File: config.mk
export PLATFORM = sky130hd
export DESIGN_NAME = mips_fetch_stage
export DESIGN_NICKNAME = d
export VERILOG_FILES = /design/src/rtl/mips_fetch_pkg.sv /design/src/rtl/mips_fetch_buf.sv /design/src/rtl/mips_fetch_stage.sv
export SDC_FILE = /design/constraint.sdc
export NUM_CORES = 1
export LEC_CHECK = 0
export ABC_AREA = 1
export CAP_MARGIN = 40
export CORE_ASPECT_RATIO = 1.25
export CORE_MARGIN = 2
export CORE_UTILIZATION = 50
export DETAILED_ROUTE_END_ITERATION = 16
export GPL_TIMING_DRIVEN = 0
export PLACE_DENSITY = 0.8
export SLEW_MARGIN = 20
export SYNTH_ARGS = -nofsm -noshare
export SYNTH_HDL_FRONTEND = slang
export SYNTH_SLANG_ARGS = --single-unit
File: constraint.sdc
create_clock -name clk -period 12.9 [get_ports clk]
set_clock_uncertainty 0.2 [all_clocks]
set_input_delay 3.87 -clock clk [delete_from_list [all_inputs] [get_ports clk]]
set_output_delay 3.87 -clock clk [all_outputs]
set_load 0.03 [all_outputs]
File: src/rtl/mips_fetch_pkg.sv
// Shared types and helpers for the MIPS instruction-fetch stage.
package mips_fetch_pkg;

  localparam int INSTR_W = 32;
  localparam int ADDR_W  = 32;

  typedef enum logic [1:0] {
    IDLE,
    REQ,
    WAIT
  } fetch_state_e;

  typedef struct packed {
    logic [INSTR_W-1:0] instr;
    logic [ADDR_W-1:0]  pc;
  } fetch_entry_t;

  // J-type target: upper nibble of the delay-slot PC, 26-bit index, word aligned.
  function automatic logic [ADDR_W-1:0] jump_target(input logic [ADDR_W-1:0] pc_plus4,
                                                    input logic [25:0]       index);
    return {pc_plus4[ADDR_W-1:ADDR_W-4], index, 2'b00};
  endfunction

endpackage

File: src/rtl/mips_fetch_buf.sv
// Small synchronous FIFO of fetched {instr, pc} entries; flush beats push and pop.
module mips_fetch_buf
  import mips_fetch_pkg::*;
#(
  parameter  int DEPTH = 2,
  localparam int CW    = $clog2(DEPTH + 1)
) (
  input  logic          clk,
  input  logic          rst_n,
  input  logic          push,
  input  fetch_entry_t  push_entry,
  input  logic          pop,
  input  logic          flush,
  output fetch_entry_t  head,
  output logic [CW-1:0] count
);

  localparam int AW = $clog2(DEPTH);
  localparam logic [CW-1:0] FULL_COUNT = CW'(DEPTH);

  fetch_entry_t    mem [DEPTH];
  logic [AW-1:0]   rd_ptr;
  logic [AW-1:0]   wr_ptr;
  logic            do_push;
  logic            do_pop;

  assign do_push = push && (count != FULL_COUNT);
  assign do_pop  = pop && (count != '0);
  assign head    = mem[rd_ptr];

  // Pointers wrap naturally because DEPTH is a power of two.
  always_ff @(posedge clk or negedge rst_n) begin
    if (!rst_n) begin
      rd_ptr <= '0;
      wr_ptr <= '0;
      count  <= '0;
    end else if (flush) begin
      rd_ptr <= '0;
      wr_ptr <= '0;
      count  <= '0;
    end else begin
      if (do_push) wr_ptr <= wr_ptr + 1'b1;
      if (do_pop)  rd_ptr <= rd_ptr + 1'b1;
      if (do_push && !do_pop)      count <= count + 1'b1;
      else if (!do_push && do_pop) count <= count - 1'b1;
    end
  end

  always_ff @(posedge clk) begin
    if (do_push && !flush) mem[wr_ptr] <= push_entry;
  end

endmodule

File: src/rtl/mips_fetch_stage.sv
// MIPS instruction-fetch stage: PC, single-outstanding memory request, buffered handoff to decode.
// Optional MIPS_FETCH_MISALIGN_EN adds FetchMisalign and word-aligns redirect targets.
module mips_fetch_stage
  import mips_fetch_pkg::*;
#(
  parameter logic [31:0] RESET_PC = 32'h0000_0000,
  parameter int          DEPTH    = 2
) (
  input  logic        clk,
  input  logic        rst_n,
  output logic        IReq,
  output logic [31:0] IAddr,
  input  logic        IGnt,
  input  logic        IRspValid,
  input  logic [31:0] IRspData,
  output logic        InstrValid,
  output logic [31:0] Instr,
  output logic [31:0] InstrPc,
  output logic [31:0] PcPlus4,
  input  logic        DecReady,
  input  logic        BranchTaken,
  input  logic [31:0] BranchTarget,
  input  logic        Jump,
  input  logic [25:0] JumpIndex
`ifdef MIPS_FETCH_MISALIGN_EN
  ,
  output logic        FetchMisalign
`endif
);

  localparam int CW = $clog2(DEPTH + 1);
  localparam logic [CW-1:0] FULL_COUNT = CW'(DEPTH);

  fetch_state_e  state;
  logic [31:0]   pc;
  logic [31:0]   req_pc;
  logic          kill;
  logic [CW-1:0] count;
  fetch_entry_t  head;
  fetch_entry_t  rsp_entry;
  logic          redirect;
  logic          granted;
  logic          push;
  logic          pop;
  logic [31:0]   target;
  logic [31:0]   load_pc;

  assign InstrValid = (count != '0);
  assign Instr      = InstrValid ? head.instr : '0;
  assign InstrPc    = InstrValid ? head.pc : '0;
  assign PcPlus4    = InstrPc + 32'd4;

  // Nothing is outstanding while in REQ, so only buffer occupancy gates the request.
  assign IReq    = (state == REQ) && (count < FULL_COUNT);
  assign IAddr   = pc;
  assign granted = IReq && IGnt;

  assign redirect = BranchTaken || (Jump && InstrValid);
  assign target   = BranchTaken ? BranchTarget : jump_target(PcPlus4, JumpIndex);

`ifdef MIPS_FETCH_MISALIGN_EN
  assign load_pc = target & ~32'h3;
`else
  assign load_pc = target;
`endif

  assign push      = (state == WAIT) && IRspValid && !kill && !redirect;
  assign pop       = InstrValid && DecReady && !redirect;
  assign rsp_entry = '{instr: IRspData, pc: req_pc};

  mips_fetch_buf #(
    .DEPTH(DEPTH)
  ) u_buf (
    .clk       (clk),
    .rst_n     (rst_n),
    .push      (push),
    .push_entry(rsp_entry),
    .pop       (pop),
    .flush     (redirect),
    .head      (head),
    .count     (count)
  );

  // A redirect with a request in flight arms kill so its response is discarded.
  always_ff @(posedge clk or negedge rst_n) begin
    if (!rst_n) begin
      state  <= IDLE;
      pc     <= RESET_PC;
      req_pc <= '0;
      kill   <= 1'b0;
    end else if (redirect) begin
      pc <= load_pc;
      if (granted || ((state == WAIT) && !IRspValid)) begin
        kill  <= 1'b1;
        state <= WAIT;
      end else begin
        kill  <= 1'b0;
        state <= REQ;
      end
    end else begin
      unique case (state)
        IDLE: state <= REQ;
        REQ: begin
          if (granted) begin
            req_pc <= pc;
            pc     <= pc + 32'd4;
            state  <= WAIT;
          end
        end
        WAIT: begin
          if (IRspValid) begin
            kill  <= 1'b0;
            state <= REQ;
          end
        end
        default: state <= IDLE;
      endcase
    end
  end

`ifdef MIPS_FETCH_MISALIGN_EN
  always_ff @(posedge clk or negedge rst_n) begin
    if (!rst_n) FetchMisalign <= 1'b0;
    else        FetchMisalign <= redirect && (target[1:0] != 2'b00);
  end
`endif

endmodule

======== Yosys cells after proc, flatten, opt, wreduce, memory -nomap -nowiden ========
Memory sizes are Yosys's and may differ from the RTL's.
Index checks and enable logic that the tools add are counted.
W data, S select, Z words.
operators by class
  add/sub/neg operators ................... 6
  shift operators ......................... 0
  multiplexer cells ....................... 24
  magnitude comparators ................... 1
  bitwise logic cells ..................... 1
  multipliers ............................. 0
  eq/ne operators ......................... 5
  reduce and logical (&&, ||, !) cells .... 34
  divide/modulo/power cells ............... 0
operator list
  operator                 count
  $mux W32                 6
  $add A32 B3 Y32 const B  2
  $logic_and A1 B1 Y1      14
  $mux W2                  7
  $reduce_bool A2 Y1       7
  $mux W1                  10
  $ne A3 B2 Y1 const B     2
  $pmux W2 S3              1
  $reduce_and A2 Y1        3
  $logic_not A1 Y1         5
  $reduce_and A3 Y1        1
  $reduce_bool A3 Y1       1
  $add A1 B1 Y1 const B    2
  $add A2 B1 Y2 const B    1
  $eq A2 B1 Y1 const B     1
  $eq A2 B2 Y1 const B     1
  $logic_not A2 Y1         1
  $logic_or A1 B1 Y1       2
  $lt A2 B2 Y1 const B     1
  $ne A2 B2 Y1 const B     1
  $sub A2 B1 Y2 const B    1
  $not A1 Y1               1
word-level totals
  latch bits .............................. 0
  memory bits (writable) .................. 128
  register bits after elaboration ......... 71
  output and inout bits ................... 130
  bits of input ports ..................... 97
  ROM bits ................................ 0
  memories ................................ 1
  logic and storage cells ................. 79
memory list
  memory     depth  width  read ports  clocked after memory_dff  write ports  line                  RTL
  u_buf.mem  2      64     1           0                         1            mips_fetch_buf.sv:21  fetch_entry_t mem [DEPTH];

======== Logic depth before layout (Yosys ltp) ========
  word-level depth ........................ 11
  gate-level depth with buffers ........... 18
  depth with buffers taken out ............ 16

======== By module ========
A second synthesis with hierarchy kept.
unflattened totals
  cell total of the unflattened synthesis .. 1177
  area, all modules ....................... 10067.2 sq um
modules (own cells, without submodules)
  module            times used  cells an instance  area an instance (sq um)
  mips_fetch_stage  1           807                5191.2
  mips_fetch_buf    1           370                4875.9

======== Least setup slack after synthesis ========
No wires, ideal clock.
  path type ............................... input to register
  start point ............................. input port BranchTaken
  end point ............................... memory u_buf.mem[1][0] (netlist bit) (enable)
  buffers on the path ..................... 3
  required time ........................... 12.213 ns
  data arrival time ....................... 7.471 ns
  slack ................................... 4.743 ns
  stages on the path ...................... 8
  cells stage by stage .................... clkbuf_1 > inv_1 > nand2_2 > buf_2 > clkinv_1 > buf_2 > nand2_1 > nor2_1
on the way
  cells in the longest elaborated chain, start to end .. 7
RTL lines
  item                             line                                          RTL
  start, declared                  mips_fetch_stage.sv:21                        input logic BranchTaken,
  $logic_or A1 B1 Y1 *             mips_fetch_stage.sv:58                        assign redirect = BranchTaken || (Jump && InstrValid);
  $logic_not A1 Y1 *               mips_fetch_buf.sv:50, mips_fetch_stage.sv:67
  $logic_and A1 B1 Y1              mips_fetch_stage.sv:67                        assign push = (state == WAIT) && IRspValid && !kill && !redirect;
  $logic_and A1 B1 Y1              mips_fetch_buf.sv:27                          assign do_push = push && (count != FULL_COUNT);
  $logic_and A1 B1 Y1 *            mips_fetch_buf.sv:50                          if (do_push && !flush) mem[wr_ptr] <= push_entry;
  $mux W1 *                        mips_fetch_buf.sv:50
  $mux W1 (not written as such) *  mips_fetch_buf.sv:50
  end, declared                    mips_fetch_buf.sv:21
Every way passes the cells marked *; elsewhere a longest branch is shown, timed or not.

======== Final worst setup path ========
  start point ............................. register u_buf.count[1]
  end point ............................... output port PcPlus4[26]
on the way
  cells in the longest elaborated chain, start to end .. 3
RTL lines
  item                    line                    RTL
  start, declared         mips_fetch_buf.sv:15    output logic [CW-1:0] count
  start signal, assigned  mips_fetch_buf.sv:44    if (do_push && !do_pop) count <= count + 1'b1;
  start signal, assigned  mips_fetch_buf.sv:45    else if (!do_push && do_pop) count <= count - 1'b1;
  $reduce_bool A2 Y1      mips_fetch_stage.sv:48  assign InstrValid = (count != '0);
  $mux W32                mips_fetch_stage.sv:50  assign InstrPc = InstrValid ? head.pc : '0;
  $add A32 B3 Y32         mips_fetch_stage.sv:51  assign PcPlus4 = InstrPc + 32'd4;
  end, declared           mips_fetch_stage.sv:19  output logic [31:0] PcPlus4,
Every way passes these cells.

==> impl_metrics.tcl <==
set metrics [dict create \
    yosysWarningCount 0 \
    max-clock-path-buffers 2 \
    synth_edf_count 128 \
    dieArea_sq_um 20900 \
    via_per_inst 5.18 \
    ctsHoldBuffers 0 \
    overflow 0 \
    antenna_found_initial 0 \
    worstHoldStart "req_pc[4]" \
    crit_type "register to output pin" \
    route.detailed.drc 0 \
    num-nets-final 1434 \
    cp_max_fo 10 \
    dp_hpwl_mm 20.7 \
    slew_headroom 0.454 \
    synth_compound_area_frac 0.0745 \
    swShare 0.452 \
    leakagePower_uw 0.00546 \
    period_minus_slack_ns 7.83 \
    async_reset_ff_frac 0.357 \
    cts_tree "built" \
    drtPass1Iterations 6 \
    yosys.area_share.simple 0.254 \
    drv_slew 0 \
    gp_congestion 0.948 \
    multi_input_area_sq_um 3630 \
    start_util 0.508 \
    outcome "complete, no violations" \
    place_ws_ns 5.51 \
    drive_above_1_share 0.0890 \
    p_int_uw 1660 \
    startpoint_type "register" \
    clkPwrFrac 0.178 \
    most-common-layout-cells "363 x nand2_1, 224 x clkdlybuf4s50_1, 128 x edfxtp_1" \
    min_path_type "register to register" \
    grt_pass1_vias 8021 \
    syn_area_sq_um 9860 \
    rows 57 \
    worst_slack_ns 5.07 \
    rsz0062_at_grt "false" \
    vdd_drop_max_mv 0.110 \
    die_h_microns 161 \
    power_frac_seq 0.308 \
    clock_latency_ns 0.44 \
    grt_max_degree 49 \
    synthesis.nets 1183 \
    power.switching_uw 1370 \
    tightest_slew_ns 0.817 \
    ctsResizeCount 0 \
    critPathCaptureType "output pin" \
    total_power_uw 3030 \
    synth_top_family_by_area "simple AND/OR/NAND/NOR gates" \
    post_cts_buffers 0 \
    hold_viol_final 0 \
    track_usage 0.261 \
    syn_area_per_cell_sq_um 9.10 \
    ys_seq_area_frac 0.570 \
    layout_commonest_cell "nand2_1" \
    synth-xor-area-share 0.0346 \
    ys.flop_type "edfxtp_1" \
    startpoint "u_buf.count[1]" \
    ys_seq_elements 199 \
    core_area_sq_um 19400 \
    die_w_microns 130 \
    comb_power_share 0.514 \
    seq_area_sq_um 5620 \
    r2r_slack_ns 9.17 \
    ios 227 \
    fillCellCount 1581 \
    vias 8353 \
    path_clk_slew_ns 0.07 \
    drv_cap 0 \
    synthAdderAreaFrac 0.00254 \
    power.density_nw_per_um2 229 \
    wl_mm 27.1 \
    post_drt_wl_per_cell_microns 16.8 \
    drtIter0Drc 618 \
    postRouteAntennaNets 0 \
    syn2layout_area_growth_pct 34.1 \
    post-route-period-util 0.607 \
    numPortBuffers 225 \
    max_freq_mhz 128 \
    cts-buffers-inserted 17 \
    cts_sinks 199 \
    netlist_instances 1084 \
    cp.required_ns 8.83 \
    tns_ns 0 \
    grt_pass1_wl_mm 41.7 \
    setup_violations 0 \
    synth.mux.area_fraction 0.00101 \
    r2r_start "u_buf.count[1]" \
    htreeDepth 4 \
    diodes 0 \
    crit_arrival_ns 3.76 \
    cts_root_buffer "clkbuf_16" \
    netlist-cell-type-count 46 \
]
-- logic make-up after synthesis --
kind of cell    Yosys count
xor+xnor                 39
fa+ha+maj                 2
buf+inv                 142
compound gates          131
mux                       1
simple gates            570
flops                   199
-- layer usage --
layer  track usage  routed length, microns  vias up
li1              -                       -     4081
met1         0.329                   11000     3874
met2         0.436                   13400      325
met3        0.0480                    1630       73
met4         0.119                    1130        0
met5             0                       0        -
-- cell type report --
cell class / count / share of cell area
Timing Repair Buffer: 232 / 0.182
Buffer: 47 / 0.0204
Clock buffer: 17 / 0.0322
Multi-Input combinational cell: 743 / 0.274
Sequential cell: 199 / 0.425
Tap cell: 265 / 0.0251
Inverter: 95 / 0.0272
Clock inverter: 15 / 0.0134
-- worst paths after layout --
path	endpoint	cells after the start
min in group asynchronous	req_pc[25]	1
setup reg to reg	u_buf.mem[1][23]	12
setup / recovery	PcPlus4[26]	16
hold reg to reg	u_buf.mem[0][4]	0
hold / removal	u_buf.mem[0][4]	0
max in group asynchronous	IAddr[4]	2
-- flip-flops by register name (all words and copies together) (netlist names) --
signal / flops
u_buf.wr_ptr: 1
u_buf.mem: 128
IAddr: 32
u_buf.rd_ptr: 1
req_pc: 32
u_buf.count: 2
kill: 1
state: 2
-- power by group through the flow --
stage,logic (uW),clock network [uW],registers (uW)
after floorplan,881,0,982
after global placement,1530,0,934
after detailed placement,1550,0,939
after CTS,1560,544,929
after global routing,1670,568,946
final,1560,540,933
-- stage by stage --
step,instances,hold WS (ns),util,area (sq um)
3_3_place_gp,1574,0.247,0.642,12400
3_5_place_dp,1581,0.254,0.651,12600
4_1_cts,1613,0.273,0.682,13200
2_1_floorplan,1084,0.242,-,9860
5_1_grt,1613,0.288,0.682,13200
6_report,1613,0.276,0.682,13200
-- Yosys cell counts (3+ instances only) --
master,number,area share
nand2_2,7,0.0044
edfxtp_1,128,0.39
nand2_1,363,0.14
nand3_4,3,0.0053
inv_2,6,0.0023
a22oi_1,5,0.0038
buf_6,3,0.0034
a211oi_1,4,0.0030
o21ai_0,44,0.022
dfrtp_1,71,0.18
buf_2,13,0.0066
nor3_2,3,0.0030
nand4_1,13,0.0082
a31oi_1,11,0.0070
xor2_1,37,0.033
nor2_1,76,0.029
nor2_4,8,0.0091
nand3_1,48,0.024
buf_1,4,0.0015
nor3_1,15,0.0076
or2_2,6,0.0038
and2_1,5,0.0032
o211ai_1,6,0.0046
nor2_2,12,0.0076
a21oi_1,50,0.025
clkbuf_1,19,0.0072
nand3_2,7,0.0071
inv_1,87,0.033
buf_4,6,0.0046
-- worst max-delay path: stages, from the launching register on --
cell and delay [ns]:
dfrtp_1 0.47, nor2_4 0.13, inv_4 0.09, buf_12 0.14
buf_4 0.17, buf_2 0.28, nand2_1 0.09, inv_1 0.09
ha_1 0.22, nand3_2 0.12, nor2_4 0.13, nand2_2 0.13
nor2_4 0.18, nand3_2 0.11, nor3_2 0.14, xor2_1 0.16
clkdlybuf4s50_1 0.68
Power figures use the tool's default switching activity.
==> edit: new RTL, same settings <==
`DEPTH` is set to 2 in 2 places; all go to 4.
--- a/src/rtl/mips_fetch_buf.sv
+++ b/src/rtl/mips_fetch_buf.sv
@@ -2,7 +2,7 @@
 module mips_fetch_buf
   import mips_fetch_pkg::*;
 #(
-  parameter  int DEPTH = 2,
+  parameter  int DEPTH = 4,
   localparam int CW    = $clog2(DEPTH + 1)
 ) (
   input  logic          clk,
--- a/src/rtl/mips_fetch_stage.sv
+++ b/src/rtl/mips_fetch_stage.sv
@@ -4,7 +4,7 @@
   import mips_fetch_pkg::*;
 #(
   parameter logic [31:0] RESET_PC = 32'h0000_0000,
-  parameter int          DEPTH    = 2
+  parameter int          DEPTH    = 4
 ) (
   input  logic        clk,
   input  logic        rst_n,
Formal check against the unedited RTL: not equivalent (Yosys sat finds a counterexample within 10 cycles, from zero or initial values and one cycle with rst_n low).
==> edit against the original RTL <==
Worst setup slack got worse by 760 ps. Combinational power rose by 14%. Cell area rose by 45%. Die area rose by 50%. Sequential cell count rose by 131. Power rose by 38%. Maximum frequency fell by 8.9%. Core utilization fell by 2.8 points. Synthesized area rose by 52%. Routed wire length rose by 50%. Largest power group unchanged.
==> edit: results (changes against the original RTL) <==
stage,metric,value,unit,change
yosys,"FFs w/ async S/R, synth",22.4,%,-13 points
yosys,ranking of synthesized cells by area,"edfxtp_1, dfrtp_1, nand2_1",,
critical_path,crit-path max FO,10,,unchanged
final_layout,layout net count,1855,,+29%
clock_network,Worst-Skew Late Latency,560,ps,+120 ps
power,peak supply drop,130,uV,+17%
yosys,sequential-to-total area share from yosys stat,63.7,%,+6.7 points
final_layout,layout cells sized above 1,9.07,%,+0.17 points
clock_network,H-tree Lvls,1,,-3
clock_network,CTS Buf Count,31,,+14
drt,DRT iter0 DRCs,1017,,+65%
power,leakage power total,7.45,nW,+36%
placed_design,input/output buffers,226,,+0.44%
min_path,Hold Path Origin,kill,,
final_layout,max reg flops,256,,+100%
critical_path,terminus of the critical flop-to-flop path,IAddr[30],,
yosys,"EDFF count, synth",256,,+100%
critical_path,crit path launch type,flop,,
critical_path,Worst Path Arrival,4520,ps,+760 ps
yosys,"top cells by count, synth","nand2_1, edfxtp_1, nor2_1",,
yosys,syn_nets,1583,,+34%
min_path,WHS Endpoint,kill,,
critical_path,worst r2r path cells,19,,+7
placed_design,dpl ws,4890,ps,-621 ps
drt,final wirelength,40.7,mm,+50%
global_routing,total track usage,25.2,%,-0.89 points
timing,Rel. slew slack,47.0,%,+1.7 points
placed_design,GPL Wtd Cong,0.897,,-5.4%
placed_design,HPWL after DPL,28.7,mm,+39%
status,status,completed,,
yosys,Most used DFF post-synth,edfxtp_1,,
drt,via count,11900,,+43%
critical_path,R2R Setup Slk,9150,ps,-20 ps
global_routing,global-route wire length before repair,61.8,mm,+48%
global_routing,pin count of the biggest net entering global routing,58,,+18%
yosys,Yosys cell types,47,,+2.2%
min_path,Hold Crit Depth,2,,+2
-- edit: cell types whose count changed in the layout (fill, tap and decap cells not counted), moves of 6 or more --
cell	before	now
clkbuf_1	19	36
edfxtp_1	128	256
nor2_4	10	17
inv_1	87	101
nor2_1	74	237
o21ai_0	44	122
buf_16	4	10
inv_8	6	0
clkbuf_8	0	8
buf_2	13	19
nand3_1	48	82
o22ai_1	2	10
nand2_1	363	303
clkbuf_16	17	32
-- edit: worst max-delay path by stage --
stage,to,slack [ps]
5_1_grt,PcPlus4[24],4170
2_1_floorplan,u_buf.mem[0][0],5180
3_3_place_gp,u_buf.mem[0][40],2580
4_1_cts,PcPlus4[24],4310
6_report,PcPlus4[24],4310
3_5_place_dp,PcPlus4[24],4890
-- edit: area by class of cell --
type | instances | area, sq um
clock inverter | 13 | 151
timing repair buffer | 239 | 2590
fill | 2152 | 10200
sequential | 330 | 9540
multi-input combinational | 963 | 4650
inverter | 112 | 423
buffer | 74 | 392
clock buffer | 44 | 926
tap | 396 | 495
-- edit: kinds of logic after synthesis --
kind of cell,share of synthesized area [%]
compound gates,7.94
xor+xnor,2.22
fa+ha+maj,0.635
buf+inv,5.44
flops,63.7
simple gates,20.1
-- edit: worst max-delay path, stage by stage, from the launching register on --
cell and delay [ps]:
dfrtp_1 390, inv_1 120, nand3_1 150, inv_2 280, buf_2 400, clkbuf_1 650, a21oi_1 150, ha_1 250
inv_1 70, nor2_1 40, nand2_1 110, nor2_2 70, nand2_2 240, nor2_4 80, nand2_2 90, nor2_2 40
xor2_1 120, clkdlybuf4s50_1 690
-- edit: metal layers --
layer | routed length [microns] | vias to the layer above | GRT usage (%)
met5 | 0 | - | 0
met4 | 1280 | 0 | 9.79
met3 | 3290 | 95 | 3.63
met2 | 21100 | 641 | 46.8
met1 | 15000 | 5680 | 29.6
li1 | - | 5523 | -
-- edit: where the power goes --
group	switching (mW)	internal (mW)
Sequential	0.145	1.31
Clock	0.392	0.559
Combinational	1.15	0.629
Total	1.69	2.50
-- edit: per-stage QoR --
stage               hold WS [ps]  area, sq um  std cells
CTS                          318        19200       2171
finish                       322        19200       2171
detailed placement           302        18100       2114
global placement             290        17700       2101
floorplan                    276        15000       1479
global route                 336        19200       2171
